`src/rtl/mc_controller_if.sv`:
```
// Control/status bundle between the multicycle controller and its datapath.
interface mc_controller_if #(
  parameter int unsigned ACW = 2
);

  logic [19:0]    Instr;
  logic [3:0]     ALUFlags;
  logic           PCWrite;
  logic           AdrSrc;
  logic           MemWrite;
  logic           IRWrite;
  logic [1:0]     ResultSrc;
  logic [ACW-1:0] ALUControl;
  logic           ALUSrcA;
  logic [1:0]     ALUSrcB;
  logic [1:0]     ImmSrc;
  logic [1:0]     RegSrc;
  logic           RegWrite;
  logic           Undef;
  logic [3:0]     State;

  // Controller side
  modport master (
    input  Instr, ALUFlags,
    output PCWrite, AdrSrc, MemWrite, IRWrite, ResultSrc, ALUControl,
           ALUSrcA, ALUSrcB, ImmSrc, RegSrc, RegWrite, Undef, State
  );

  // Datapath side
  modport slave (
    output Instr, ALUFlags,
    input  PCWrite, AdrSrc, MemWrite, IRWrite, ResultSrc, ALUControl,
           ALUSrcA, ALUSrcB, ImmSrc, RegSrc, RegWrite, Undef, State
  );

endinterface

```
`src/rtl/mc_controller.sv`:
```
// Multicycle ARM-subset controller: Moore FSM, NZCV flag file and condition check.
module mc_controller #(
  parameter bit EXT_OPS = 1'b0,
  parameter bit UBIT_EN = 1'b1
) (
  input  logic              clk,
  input  logic              reset,
  mc_controller_if.master   bus
);

  localparam int unsigned ACW = EXT_OPS ? 3 : 2;

  localparam logic [2:0] ALU_ADD = 3'b000;
  localparam logic [2:0] ALU_SUB = 3'b001;
  localparam logic [2:0] ALU_AND = 3'b010;
  localparam logic [2:0] ALU_ORR = 3'b011;
  localparam logic [2:0] ALU_EOR = 3'b100;

  typedef enum logic [3:0] {
    FETCH  = 4'd0,
    DECODE = 4'd1,
    MEMADR = 4'd2,
    MEMRD  = 4'd3,
    MEMWB  = 4'd4,
    MEMWR  = 4'd5,
    EXECR  = 4'd6,
    EXECI  = 4'd7,
    ALUWB  = 4'd8,
    BRANCH = 4'd9
  } state_t;

  state_t     state_q, state_d;
  logic [3:0] flags_q;

  logic [3:0] cond;
  logic [1:0] op;
  logic       i_bit, s_bit, l_bit, u_bit;
  logic [3:0] cmd, rd;
  logic       unused_rn;

  assign cond      = bus.Instr[19:16];
  assign op        = bus.Instr[15:14];
  assign i_bit     = bus.Instr[13];
  assign cmd       = bus.Instr[12:9];
  assign s_bit     = bus.Instr[8];
  assign l_bit     = bus.Instr[8];
  assign u_bit     = bus.Instr[11];
  assign rd        = bus.Instr[3:0];
  assign unused_rn = ^bus.Instr[7:4];

  // Data-processing command decode
  logic       dp_ok, dp_nowrite, dp_arith, dp_cmp;
  logic [2:0] dp_op;
  logic [1:0] dp_flag_w;
  always_comb begin
    dp_ok      = 1'b1;
    dp_op      = ALU_ADD;
    dp_nowrite = 1'b0;
    dp_arith   = 1'b0;
    dp_cmp     = 1'b0;
    case (cmd)
      4'b0100: dp_arith = 1'b1;
      4'b0010: begin dp_op = ALU_SUB; dp_arith = 1'b1; end
      4'b0000: dp_op = ALU_AND;
      4'b1100: dp_op = ALU_ORR;
      4'b0001: begin
        if (EXT_OPS) dp_op = ALU_EOR;
        else         dp_ok = 1'b0;
      end
      4'b1010: begin
        if (EXT_OPS) begin
          dp_op      = ALU_SUB;
          dp_arith   = 1'b1;
          dp_nowrite = 1'b1;
          dp_cmp     = 1'b1;
        end else begin
          dp_ok = 1'b0;
        end
      end
      default: dp_ok = 1'b0;
    endcase
    // Compares always update flags; unsupported commands never do
    dp_flag_w = dp_ok ? {s_bit | dp_cmp, (s_bit | dp_cmp) & dp_arith} : 2'b00;
  end

  // Condition check against the registered flags
  logic n_f, z_f, c_f, v_f, cond_ex;
  assign {n_f, z_f, c_f, v_f} = flags_q;
  always_comb begin
    cond_ex = 1'b0;
    case (cond)
      4'h0: cond_ex = z_f;
      4'h1: cond_ex = ~z_f;
      4'h2: cond_ex = c_f;
      4'h3: cond_ex = ~c_f;
      4'h4: cond_ex = n_f;
      4'h5: cond_ex = ~n_f;
      4'h6: cond_ex = v_f;
      4'h7: cond_ex = ~v_f;
      4'h8: cond_ex = c_f & ~z_f;
      4'h9: cond_ex = ~c_f | z_f;
      4'hA: cond_ex = (n_f == v_f);
      4'hB: cond_ex = (n_f != v_f);
      4'hC: cond_ex = ~z_f & (n_f == v_f);
      4'hD: cond_ex = z_f | (n_f != v_f);
      4'hE: cond_ex = 1'b1;
      default: cond_ex = 1'b0;
    endcase
  end

  // State register
  always_ff @(posedge clk or negedge reset) begin
    if (!reset) state_q <= FETCH;
    else        state_q <= state_d;
  end

  // Next state and Moore control outputs
  logic       next_pc, branch, reg_w, mem_w, ir_write, adr_src, src_a, undef;
  logic [1:0] result_src, src_b, flag_w;
  logic [2:0] alu_op;
  always_comb begin
    state_d    = FETCH;
    next_pc    = 1'b0;
    branch     = 1'b0;
    reg_w      = 1'b0;
    mem_w      = 1'b0;
    ir_write   = 1'b0;
    adr_src    = 1'b0;
    src_a      = 1'b0;
    undef      = 1'b0;
    result_src = 2'b00;
    src_b      = 2'b00;
    flag_w     = 2'b00;
    alu_op     = ALU_ADD;
    case (state_q)
      FETCH: begin
        ir_write   = 1'b1;
        src_a      = 1'b1;
        src_b      = 2'b10;
        result_src = 2'b10;
        next_pc    = 1'b1;
        state_d    = DECODE;
      end
      DECODE: begin
        src_a      = 1'b1;
        src_b      = 2'b10;
        result_src = 2'b10;
        case (op)
          2'b01:   state_d = MEMADR;
          2'b00:   state_d = i_bit ? EXECI : EXECR;
          2'b10:   state_d = BRANCH;
          default: begin state_d = FETCH; undef = 1'b1; end
        endcase
        if (op == 2'b00 && !dp_ok) undef = 1'b1;
      end
      MEMADR: begin
        src_b   = 2'b01;
        alu_op  = (UBIT_EN && !u_bit) ? ALU_SUB : ALU_ADD;
        state_d = l_bit ? MEMRD : MEMWR;
      end
      MEMRD: begin
        adr_src = 1'b1;
        state_d = MEMWB;
      end
      MEMWB: begin
        result_src = 2'b01;
        reg_w      = 1'b1;
        state_d    = FETCH;
      end
      MEMWR: begin
        adr_src = 1'b1;
        mem_w   = 1'b1;
        state_d = FETCH;
      end
      EXECR, EXECI: begin
        src_b   = (state_q == EXECI) ? 2'b01 : 2'b00;
        alu_op  = dp_op;
        flag_w  = dp_flag_w;
        state_d = ALUWB;
      end
      ALUWB: begin
        reg_w   = dp_ok & ~dp_nowrite;
        state_d = FETCH;
      end
      BRANCH: begin
        src_b      = 2'b01;
        result_src = 2'b10;
        branch     = 1'b1;
        state_d    = FETCH;
      end
      default: state_d = FETCH;
    endcase
  end

  // NZCV flag file, written at the edge that ends EXEC
  always_ff @(posedge clk or negedge reset) begin
    if (!reset) begin
      flags_q <= 4'b0000;
    end else begin
      if (flag_w[1] && cond_ex) flags_q[3:2] <= bus.ALUFlags[3:2];
      if (flag_w[0] && cond_ex) flags_q[1:0] <= bus.ALUFlags[1:0];
    end
  end

  // Condition-gated writes; enables held low during reset
  logic pcs;
  assign pcs            = branch | ((rd == 4'd15) & reg_w);
  assign bus.PCWrite    = reset & (next_pc | (pcs & cond_ex));
  assign bus.RegWrite   = reset & reg_w & cond_ex;
  assign bus.MemWrite   = reset & mem_w & cond_ex;
  assign bus.IRWrite    = reset & ir_write;
  assign bus.Undef      = reset & undef;
  assign bus.AdrSrc     = adr_src;
  assign bus.ResultSrc  = result_src;
  assign bus.ALUControl = ACW'(alu_op);
  assign bus.ALUSrcA    = src_a;
  assign bus.ALUSrcB    = src_b;
  assign bus.ImmSrc     = op;
  assign bus.RegSrc     = {op == 2'b01, op == 2'b10};
  assign bus.State      = state_q;

endmodule
```
`src/flat_wrapper.sv`:
```
// flat-port wrapper written by rule: the top's interface ports become plain ports
module mc_controller_flat 
#(
  parameter bit EXT_OPS = 1'b0,
  parameter bit UBIT_EN = 1'b1
)
  (clk, reset, bus_Instr, bus_ALUFlags, bus_PCWrite, bus_AdrSrc, bus_MemWrite, bus_IRWrite, bus_ResultSrc, bus_ALUControl, bus_ALUSrcA, bus_ALUSrcB, bus_ImmSrc, bus_RegSrc, bus_RegWrite, bus_Undef, bus_State);
  mc_controller_if bus_i ();
  input  logic clk;
  input  logic reset;
  input wire logic [$bits(bus_i.Instr)-1:0] bus_Instr;
  input wire logic [$bits(bus_i.ALUFlags)-1:0] bus_ALUFlags;
  output wire logic [$bits(bus_i.PCWrite)-1:0] bus_PCWrite;
  output wire logic [$bits(bus_i.AdrSrc)-1:0] bus_AdrSrc;
  output wire logic [$bits(bus_i.MemWrite)-1:0] bus_MemWrite;
  output wire logic [$bits(bus_i.IRWrite)-1:0] bus_IRWrite;
  output wire logic [$bits(bus_i.ResultSrc)-1:0] bus_ResultSrc;
  output wire logic [$bits(bus_i.ALUControl)-1:0] bus_ALUControl;
  output wire logic [$bits(bus_i.ALUSrcA)-1:0] bus_ALUSrcA;
  output wire logic [$bits(bus_i.ALUSrcB)-1:0] bus_ALUSrcB;
  output wire logic [$bits(bus_i.ImmSrc)-1:0] bus_ImmSrc;
  output wire logic [$bits(bus_i.RegSrc)-1:0] bus_RegSrc;
  output wire logic [$bits(bus_i.RegWrite)-1:0] bus_RegWrite;
  output wire logic [$bits(bus_i.Undef)-1:0] bus_Undef;
  output wire logic [$bits(bus_i.State)-1:0] bus_State;
  assign bus_i.Instr = bus_Instr;
  assign bus_i.ALUFlags = bus_ALUFlags;
  assign bus_PCWrite = bus_i.PCWrite;
  assign bus_AdrSrc = bus_i.AdrSrc;
  assign bus_MemWrite = bus_i.MemWrite;
  assign bus_IRWrite = bus_i.IRWrite;
  assign bus_ResultSrc = bus_i.ResultSrc;
  assign bus_ALUControl = bus_i.ALUControl;
  assign bus_ALUSrcA = bus_i.ALUSrcA;
  assign bus_ALUSrcB = bus_i.ALUSrcB;
  assign bus_ImmSrc = bus_i.ImmSrc;
  assign bus_RegSrc = bus_i.RegSrc;
  assign bus_RegWrite = bus_i.RegWrite;
  assign bus_Undef = bus_i.Undef;
  assign bus_State = bus_i.State;
  mc_controller #(.EXT_OPS(EXT_OPS), .UBIT_EN(UBIT_EN)) u_core (.clk(clk), .reset(reset), .bus(bus_i));
endmodule
```
`config.mk`:
```
export PLATFORM = sky130hd
export DESIGN_NAME = mc_controller_flat
export DESIGN_NICKNAME = d
export VERILOG_FILES = /design/src/rtl/mc_controller_if.sv /design/src/rtl/mc_controller.sv /design/src/flat_wrapper.sv
export SDC_FILE = /design/constraint.sdc
export NUM_CORES = 1
export LEC_CHECK = 0
export BUFFER_PORTS_ARGS = -buffer_cell sky130_fd_sc_hd__buf_4
export CAP_MARGIN = 20
export CORE_MARGIN = 5
export CORE_UTILIZATION = 40
export CTS_BUF_LIST = sky130_fd_sc_hd__clkbuf_4 sky130_fd_sc_hd__clkbuf_8
export CTS_CLUSTER_DIAMETER = 40
export DETAILED_ROUTE_END_ITERATION = 7
export HOLD_SLACK_MARGIN = 0.12
export PLACE_DENSITY = 0.79
export SKIP_CTS_REPAIR_TIMING = 1
export SLEW_MARGIN = 5
export SYNTH_ARGS = -nofsm -noshare
export SYNTH_HDL_FRONTEND = slang
export SYNTH_SLANG_ARGS = --single-unit
```
`constraint.sdc`:
```
create_clock -name clk -period 1.7 [get_ports clk]
set_input_delay 0.34 -clock clk [delete_from_list [all_inputs] [get_ports clk]]
set_output_delay 0.34 -clock clk [all_outputs]
set_load 0.1 [all_outputs]
```
==> results.md, run 1 <==
- Initial Util: a little over two fifths
- # IOs: 47
- Root buffer cell: clkbuf_4
- IO buf count: 42
- Synth async-reset ratio: 100.0%
- Row count: 16
- Largest net degree at the start of global routing: 12
- Netlist cell types: 38
- Worst ep type: output port
- Failing step: global routing
- Final Wtd Congestion: 0.8218
- Mapped Avg Cell Area: 7.784 um2
- Clk sinks: 8
- Ys flop type: dfrtp_1
- Error: [ERROR DPL-0033] detailed placement checks failed during check placement.
- Mapped Cells: 104
- Top cell type's share of synthesized area: 24.73%
- CTS Buf Count: 3
- Largest cells by area after synthesis: dfrtp_1 (25%), mux2_1 (5.6%), a21oi_1 (4.3%), o21ai_0 (4.3%), nand2b_1 (3.9%)
- Post-detail-place hpwl: 2.295 mm
- Mapped Nets: 130
- Seq cells post-synth: 8
- Seq/Total Area, Yosys: about a quarter
- Htree depth: 1
- Status: aborted with a tool error
- EDFF count, synth: 0
- Cell Area, Synth: 809.5 um2
- Die X: roughly 55 um
- GRT worst endpoint: bus_MemWrite
- Initial antenna violation count: 0
- Yosys warns: 0
- Clock buffer depth: 2
- Die Ht: 54.99 um
- Largest area contributor in the netlist: dfrtp_1
[cells in the mapped netlist, drive strengths merged (2+ instances only)]
cell type	n
nor2b	3
dfrtp	8
nor4	2
nor2	8
a21oi	7
nand3	4
a21boi	2
buf	3
nand2b	5
mux2	5
nor3	6
clkbuf	4
o21ai	7
nand4	3
nand2	4
nor3b	3
mux2i	2
xnor2	2
or2	2
inv	5
and3	2
nand3b	2
xor2	3
[cell families after synthesis]
logic type / synth area share (%)
and+or+nand+nor: 34.16
AOI/OAI and AO/OA: 19.63
buffers and inverters: 6.645
DFF: 24.73
muxes: 9.428
xor gates and xnor gates: 5.411
[per-stage QoR]
| stage | std cells | area [um2] | setup TNS, ns | util, % | setup slack, ns |
|---|---|---|---|---|---|
| detailed placement | 197 | 1624 | -3.544 | 83.63 | -0.6827 |
| global placement | 197 | 1624 | -3.334 | 83.63 | -0.6476 |
| floorplan | 104 | 1134 | -7.657 | - | -1.042 |
| CTS | 201 | 1654 | -5.671 | 85.18 | -0.8267 |
==> run 2: changes to the inputs <==
--- a/config.mk
+++ b/config.mk
@@ -7,13 +7,10 @@
 export LEC_CHECK = 0
 export BUFFER_PORTS_ARGS = -buffer_cell sky130_fd_sc_hd__buf_4
 export CAP_MARGIN = 20
-export CORE_MARGIN = 5
-export CORE_UTILIZATION = 40
-export CTS_BUF_LIST = sky130_fd_sc_hd__clkbuf_4 sky130_fd_sc_hd__clkbuf_8
-export CTS_CLUSTER_DIAMETER = 40
+export CORE_AREA = 5 5 66 68
 export DETAILED_ROUTE_END_ITERATION = 7
-export HOLD_SLACK_MARGIN = 0.12
-export PLACE_DENSITY = 0.79
+export DIE_AREA = 0 0 71 73
+export PLACE_DENSITY_LB_ADDON = 0.15
 export SKIP_CTS_REPAIR_TIMING = 1
 export SLEW_MARGIN = 5
 export SYNTH_ARGS = -nofsm -noshare
==> constraint.sdc (replaced) <==
create_clock -name clk -period 2.21 [get_ports clk]
set_input_delay 0.442 -clock clk [delete_from_list [all_inputs] [get_ports clk]]
set_output_delay 0.442 -clock clk [all_outputs]
set_load 0.1 [all_outputs]
==> results.md, run 2 <==
- Final worst-path cycle share: 109.8%
- Netlist cell types: 38 (unchanged)
- Commonest cells after routing, fill and taps aside: buf_4 (56), o21ai_0 (7), nor2_1 (7), a21oi_1 (6), nand2b_1 (5)
- Final setup fails: 3
- Place WS: -0.3808 ns (+0.3019 ns)
- Nature of the critical path endpoint: primary output
- Sequential share of power: about 14%
- # DRC: 0
- Max-slew violation count: 0
- Final Wtd Congestion: 0.7480 (-9.0%)
- Layout Utilization: 41.60%
- Max incr delay on CP: ~0.40 ns
- Unrepaired setup endpoints after global routing: yes
- Root buffer cell: clkbuf_8
- Fin. Hold Viols: 0
- Top cell type's share of synthesized area: 24.73% (unchanged)
- Largest cells by area after synthesis: dfrtp_1 (25%), mux2_1 (5.6%), a21oi_1 (4.3%), o21ai_0 (4.3%), nand2b_1 (3.9%)
- Post-detail-place hpwl: 2.219 mm (-3.3%)
- Area Overhead vs Synth: 95.21%
- GRT Total Usage: 10.15%
- CTS tree: built
- Mapped Cells: 104 (unchanged)
- CP max stage cell: or4_1
- Status: finished with violations
- Row count: 23 (+7)
- Gr ovfl total: 0
- Largest area contributor in the netlist: dfrtp_1
- Antenna diodes: 0
- Worst Setup Start Kind: input pin
- Fin Hold WS: 0.04688 ns
- Setup TNS: -0.6254 ns
- Die Ht: 73 um (+33%)
- Slew margin rel.: 76.79%
- Fin nets: 189
- Ys flop type: dfrtp_1
- Seq/Total Area, Yosys: 24.73% (unchanged)
- Worst-path fanout max: 4
- Switching share of power: 63.24%
- First-pass DRT Iterations: 4
- Cells along the critical path: buf_4, buf_4, mux2i_1, or4_1, o31a_1, nand4_2, nand2_4, o31ai_4, buf_12
- Pint: 0.8622 mW
- Largest net degree at the start of global routing: 14
- Leakage: between 0.6 and 0.7 nW
- EDFF count, synth: 0 (unchanged)
- Switching power: 1.483 mW
- CTS Buf Count: 3 (unchanged)
- Final worst slack: -0.2163 ns
- Mapped Avg Cell Area: 7.784 um2 (unchanged)
- Vias: 955
- Critical path class: in2out
- Tmin final: 2.426 ns
- Die X: 71 um (+29%)
- Initial drt markers: 29
- WP data required: 1.77 ns
- Yosys warns: 0 (unchanged)
- First-pass GRT wire length: 4.381 mm
- Worst skew pair latency: 0.22 ns
- Power per cell area: about 1500 mW/mm2
- Clk_skew: 0.003955 ns
- Initial Util: 21.31% (-20 points)
- Seq cells post-synth: 8 (unchanged)
- Hold Crit Class: in2async
- Initial antenna violation count: 0
- Synth async-reset ratio: 100.0% (unchanged)
- Post-DRT Antenna Nets: 0
- Share of layout cells above drive strength 1: 57.41%
- Failing checks: setup timing
- Vias in the first global route: 949
- Max Freq: 0.4121 GHz
- WP data arrival: roughly 2 ns
- Commonest non-fill, non-tap cell in the layout: buf_4
- Worst Max-Slew Pin Slew: 0.3444 ns
- Routed WL per cell: 12.30 um
- Clk sinks: 8 (unchanged)
- IO buf count: 42 (unchanged)
- Total Wirelength: 2.608 mm
- Combinational power share: 78.8%
- Top cells by instance count after synthesis: dfrtp_1 (8), nor2_1 (8), a21oi_1 (7), o21ai_0 (7), nor3_1 (6)
- Routed vias/inst: 4.505
- Clock buffer depth: 2 (unchanged)
- Die area: 0.005183 mm2
- Final Power: around 2.3 mW
- Worst vdd ir: 409.1 uV
- MaxCap Viol Count: 0
- Clock power frac: 7.6%
- Cell Area, Synth: 809.5 um2 (unchanged)
- Htree depth: 1 (unchanged)
- Mapped Nets: 130 (unchanged)
- Clk slew on worst S/H paths: 0.04 ns
- Core Footprint: 0.003799 mm2
- Most used cell, CP: buf_4
- # IOs: 47 (unchanged)
-- run 2: area by class of cell --
class                           count  area [um2]
Clock buffer                        4       45.04
Tap cell                           50       62.56
Inverter                            5       22.52
Fill cell                         395        2218
Multi-Input combinational cell     84       748.2
Timing Repair Buffer               61       489.2
Sequential cell                     8       212.7
-- run 2: final timing paths --
kind | start | to | slack, ns | cells past startpoint
max | bus_Instr[18] | bus_PCWrite | -0.22 | 9
max in group asynchronous | reset | u_core.bus.State[2] | 1.99 | 1
min | reset | u_core.bus.State[1] | 0.05 | 1
max reg2reg | u_core.flags_q[3] | u_core.flags_q[0] | 0.19 | 9
min reg2reg | u_core.flags_q[1] | u_core.flags_q[1] | 0.57 | 1
min in group clk | bus_ALUFlags[1] | u_core.flags_q[1] | 0.44 | 2
-- run 2: cells by family (layout without fill, tap and decap cells) --
group / Yosys count / count (layout) / synth area share, %
simple gates: 47 / 47 / 34.16
buf+inv: 12 / 70 / 6.645
xor+xnor: 5 / 5 / 5.411
compound gates: 25 / 25 / 19.63
mux: 7 / 7 / 9.428
flops: 8 / 8 / 24.73
-- run 2: worst max-delay path, delay by kind of cell --
family / cells / cell delay (ns)
AND/OR/NAND/NOR: 3 / 0.63
AO/OA/AOI/OAI: 2 / 0.34
multiplexers: 1 / 0.10
buffers and inverters: 3 / 0.47
-- run 2: stage by stage --
step,cell area (um2),instances
final,1580,212
after global placement,1489,207
after floorplan,1080,104
after CTS,1534,211
after global routing,1580,212
after detailed placement,1489,207
-- run 2: power by group through the flow --
| stage | combinational [mW] | sequential (mW) | clock, mW |
|---|---|---|---|
| floorplan | 1.36 | 0.485 | 0 |
| global placement | 1.81 | 0.316 | 0 |
| detailed placement | 1.82 | 0.319 | 0 |
| CTS | 1.82 | 0.317 | 0.185 |
| global route | 1.93 | 0.335 | 0.194 |
| finish | 1.85 | 0.320 | 0.178 |
-- run 2: routing by layer --
layer / vias up / global-route usage [%] / wire length [um]
met1: 433 / 13.47 / 1131
met2: 28 / 17.30 / 1289
li1: 494 / - / -
met3: 0 / 2.342 / 187
met5: - / 0 / 0
met4: 0 / 1.253 / 0
Note: power is estimated with default switching activity, not from simulation.
==> run 3: changes to the inputs <==
--- a/config.mk
+++ b/config.mk
@@ -5,12 +5,12 @@
 export SDC_FILE = /design/constraint.sdc
 export NUM_CORES = 1
 export LEC_CHECK = 0
-export BUFFER_PORTS_ARGS = -buffer_cell sky130_fd_sc_hd__buf_4
+export BUFFER_PORTS_ARGS = -buffer_cell sky130_fd_sc_hd__clkbuf_2
 export CAP_MARGIN = 20
 export CORE_AREA = 5 5 66 68
 export DETAILED_ROUTE_END_ITERATION = 7
 export DIE_AREA = 0 0 71 73
-export PLACE_DENSITY_LB_ADDON = 0.15
+export PLACE_DENSITY = 0.57
 export SKIP_CTS_REPAIR_TIMING = 1
 export SLEW_MARGIN = 5
 export SYNTH_ARGS = -nofsm -noshare
==> results.md, run 3 (synthesis results as in run 2) <==
- Status: finished with violations
- Failing checks: setup timing
- First-pass DRT Iterations: 4 (unchanged)
- Vias in the first global route: 1090 (+15%)
- # DRC: 0 (unchanged)
- Post-detail-place hpwl: 2.275 mm (+2.5%)
- Initial drt markers: 26 (-10%)
- Final Wtd Congestion: 0.8242 (+10%)
- Cell Count, Final, Fillers Out: 224 (+5.7%)
- CP max stage cell: or4_1
- Final worst-path cycle share: 109.9% (about the same)
- Nature of the critical path endpoint: primary output
- Cells along the critical path: buf_4, mux2i_1, or4_1, o31a_1, nand4_2, nand2_4, nor4_4, buf_12
- Htree depth: 1 (unchanged)
- Die area: 0.005183 mm2 (unchanged)
- Core Footprint: 0.003799 mm2 (unchanged)
- Worst vdd ir: 1320 uV (+220%)
- Routed WL per cell: 12.87 um (+4.6%)
- Max-slew violation count: 0 (unchanged)
- GRT Total Usage: 11.51% (+1.4 points)
- Slew margin rel.: 63.85% (-13 points)
- Max Freq: 0.4118 GHz (about the same)
- Commonest cells after routing, fill and taps aside: buf_4 (33), clkbuf_2 (31), buf_12 (9), o21ai_0 (7)
- Antenna diodes: 0 (unchanged)
- # IOs: 47 (unchanged)
- Post-route design area: 0.001684 mm2 (+6.6%)
- Die X: 71 um (unchanged)
- Layout Utilization: 44.33% (+2.7 points)
- Die Ht: 73 um (unchanged)
- Initial antenna violation count: 0 (unchanged)
- Clk_skew: 0.002997 ns (-0.0009580 ns)
- Unrepaired setup endpoints after global routing: yes
- Max incr delay on CP: 0.40 ns (about the same)
- Post-DRT Antenna Nets: 0 (unchanged)
- Row count: 23 (unchanged)
- Worst Setup Start Kind: register
- Filler Cells Inserted: 391 (-1.0%)
- CTS tree: built
- Final worst slack: -0.2183 ns (-0.001999 ns)
- Post-DP Area: 0.001516 mm2 (+1.8%)
- WP data arrival: 1.99 ns (about the same)
- Fin nets: 201 (+6.3%)
- Power per cell area: 1504 mW/mm2 (+1.3%)
- Fin. Hold Viols: 0 (unchanged)
- Share of layout cells above drive strength 1: 61.49% (+4.1 points)
- Hold Crit Class: in2async
- Placed insts: 206 (-0.48%)
- Worst-path fanout max: 3 (-1)
- Area Overhead vs Synth: 108.0%
- Gr ovfl total: 0 (unchanged)
- Vias: 1028 (+7.6%)
- Fin Hold WS: 0.2245 ns (+0.1776 ns)
- MaxCap Viol Count: 0 (unchanged)
- Final setup fails: 3 (unchanged)
- IO buf count: 42 (unchanged)
- Clk slew on worst S/H paths: 0.04 ns (about the same)
- Clock buffer depth: 2 (unchanged)
- Largest net degree at the start of global routing: 19 (+5)
- Tmin final: 2.428 ns (+0.001999 ns)
- Total Wirelength: 2.882 mm (+11%)
- First-pass GRT wire length: 4.933 mm (+13%)
- Worst skew pair latency: 0.23 ns (about the same)
- Root buffer cell: clkbuf_8
- Leakage: 0.7524 nW (+9.1%)
- Commonest non-fill, non-tap cell in the layout: buf_4
- Worst Max-Slew Pin Slew: 0.5445 ns (+0.2001 ns)
- Clk sinks: 8 (unchanged)
- CTS Buf Count: 3 (unchanged)
- WP data required: 1.77 ns (about the same)
- Routed vias/inst: 4.589 (+1.9%)
- Critical path class: reg2out
- Initial Util: 21.31% (unchanged)
-- run 3: changes by cell type in the layout (fill, tap and decap cells not counted), moves of 3 or more --
cell,change
buf_12,+8
buf_4,-23
buf_6,-3
clkbuf_2,+31
-- run 3: path summary, 6_finish.rpt --
check	endpoint	cells after the start	start	slack, ns
worst max-delay path	bus_RegWrite	8	u_core.flags_q[3]	-0.22
worst min-delay path	u_core.bus.State[1]	2	reset	0.22
worst max register to register	u_core.flags_q[2]	8	u_core.flags_q[3]	0.30
worst min register to register	u_core.flags_q[1]	1	u_core.flags_q[1]	0.55
max in group asynchronous	u_core.bus.State[3]	2	reset	1.84
min in group clk	u_core.flags_q[3]	2	bus_ALUFlags[3]	0.43
-- run 3: power by group --
part	switching (mW)	internal [mW]
combinational	1.38	0.656
sequential	0.109	0.210
clock	0.0564	0.125
-- run 3: area by class of cell --
type	instances	area [um2]	area share, %
Clock buffer	4	45.04	2.675
Timing Repair Buffer	73	583.1	34.62
Sequential cell	8	215.2	12.78
Multi-Input combinational cell	84	755.7	44.87
Inverter	5	22.52	1.337
Tap cell	50	62.56	3.715
-- run 3: metrics by stage --
stage               setup WS (ns)  power [mW]  setup TNS (ns)
floorplan                 -0.7361       1.846          -2.642
global placement          -0.2958       2.188         -0.6376
detailed placement        -0.3104       2.198         -0.7072
CTS                       -0.3750       2.393         -0.9493
global route              -0.3226       2.652         -0.9253
finish                    -0.2183       2.533         -0.6010
-- run 3: worst max-delay path, delay by kind of cell, from the launching register on --
kind,cells,cell delay (ns)
DFF,1,0.39
buffers and inverters,2,0.36
muxes,1,0.05
and+or+nand+nor,4,0.83
AOI/OAI and AO/OA,1,0.12
-- run 3: routing by layer --
layer / up-vias / share of wire, % / global-route usage, %
met4: 0 / 0 / 1.879
met1: 481 / 42 / 13.74
met3: 0 / 7.6 / 4.270
li1: 513 / - / -
met5: - / 0 / 0
met2: 34 / 50 / 20.08
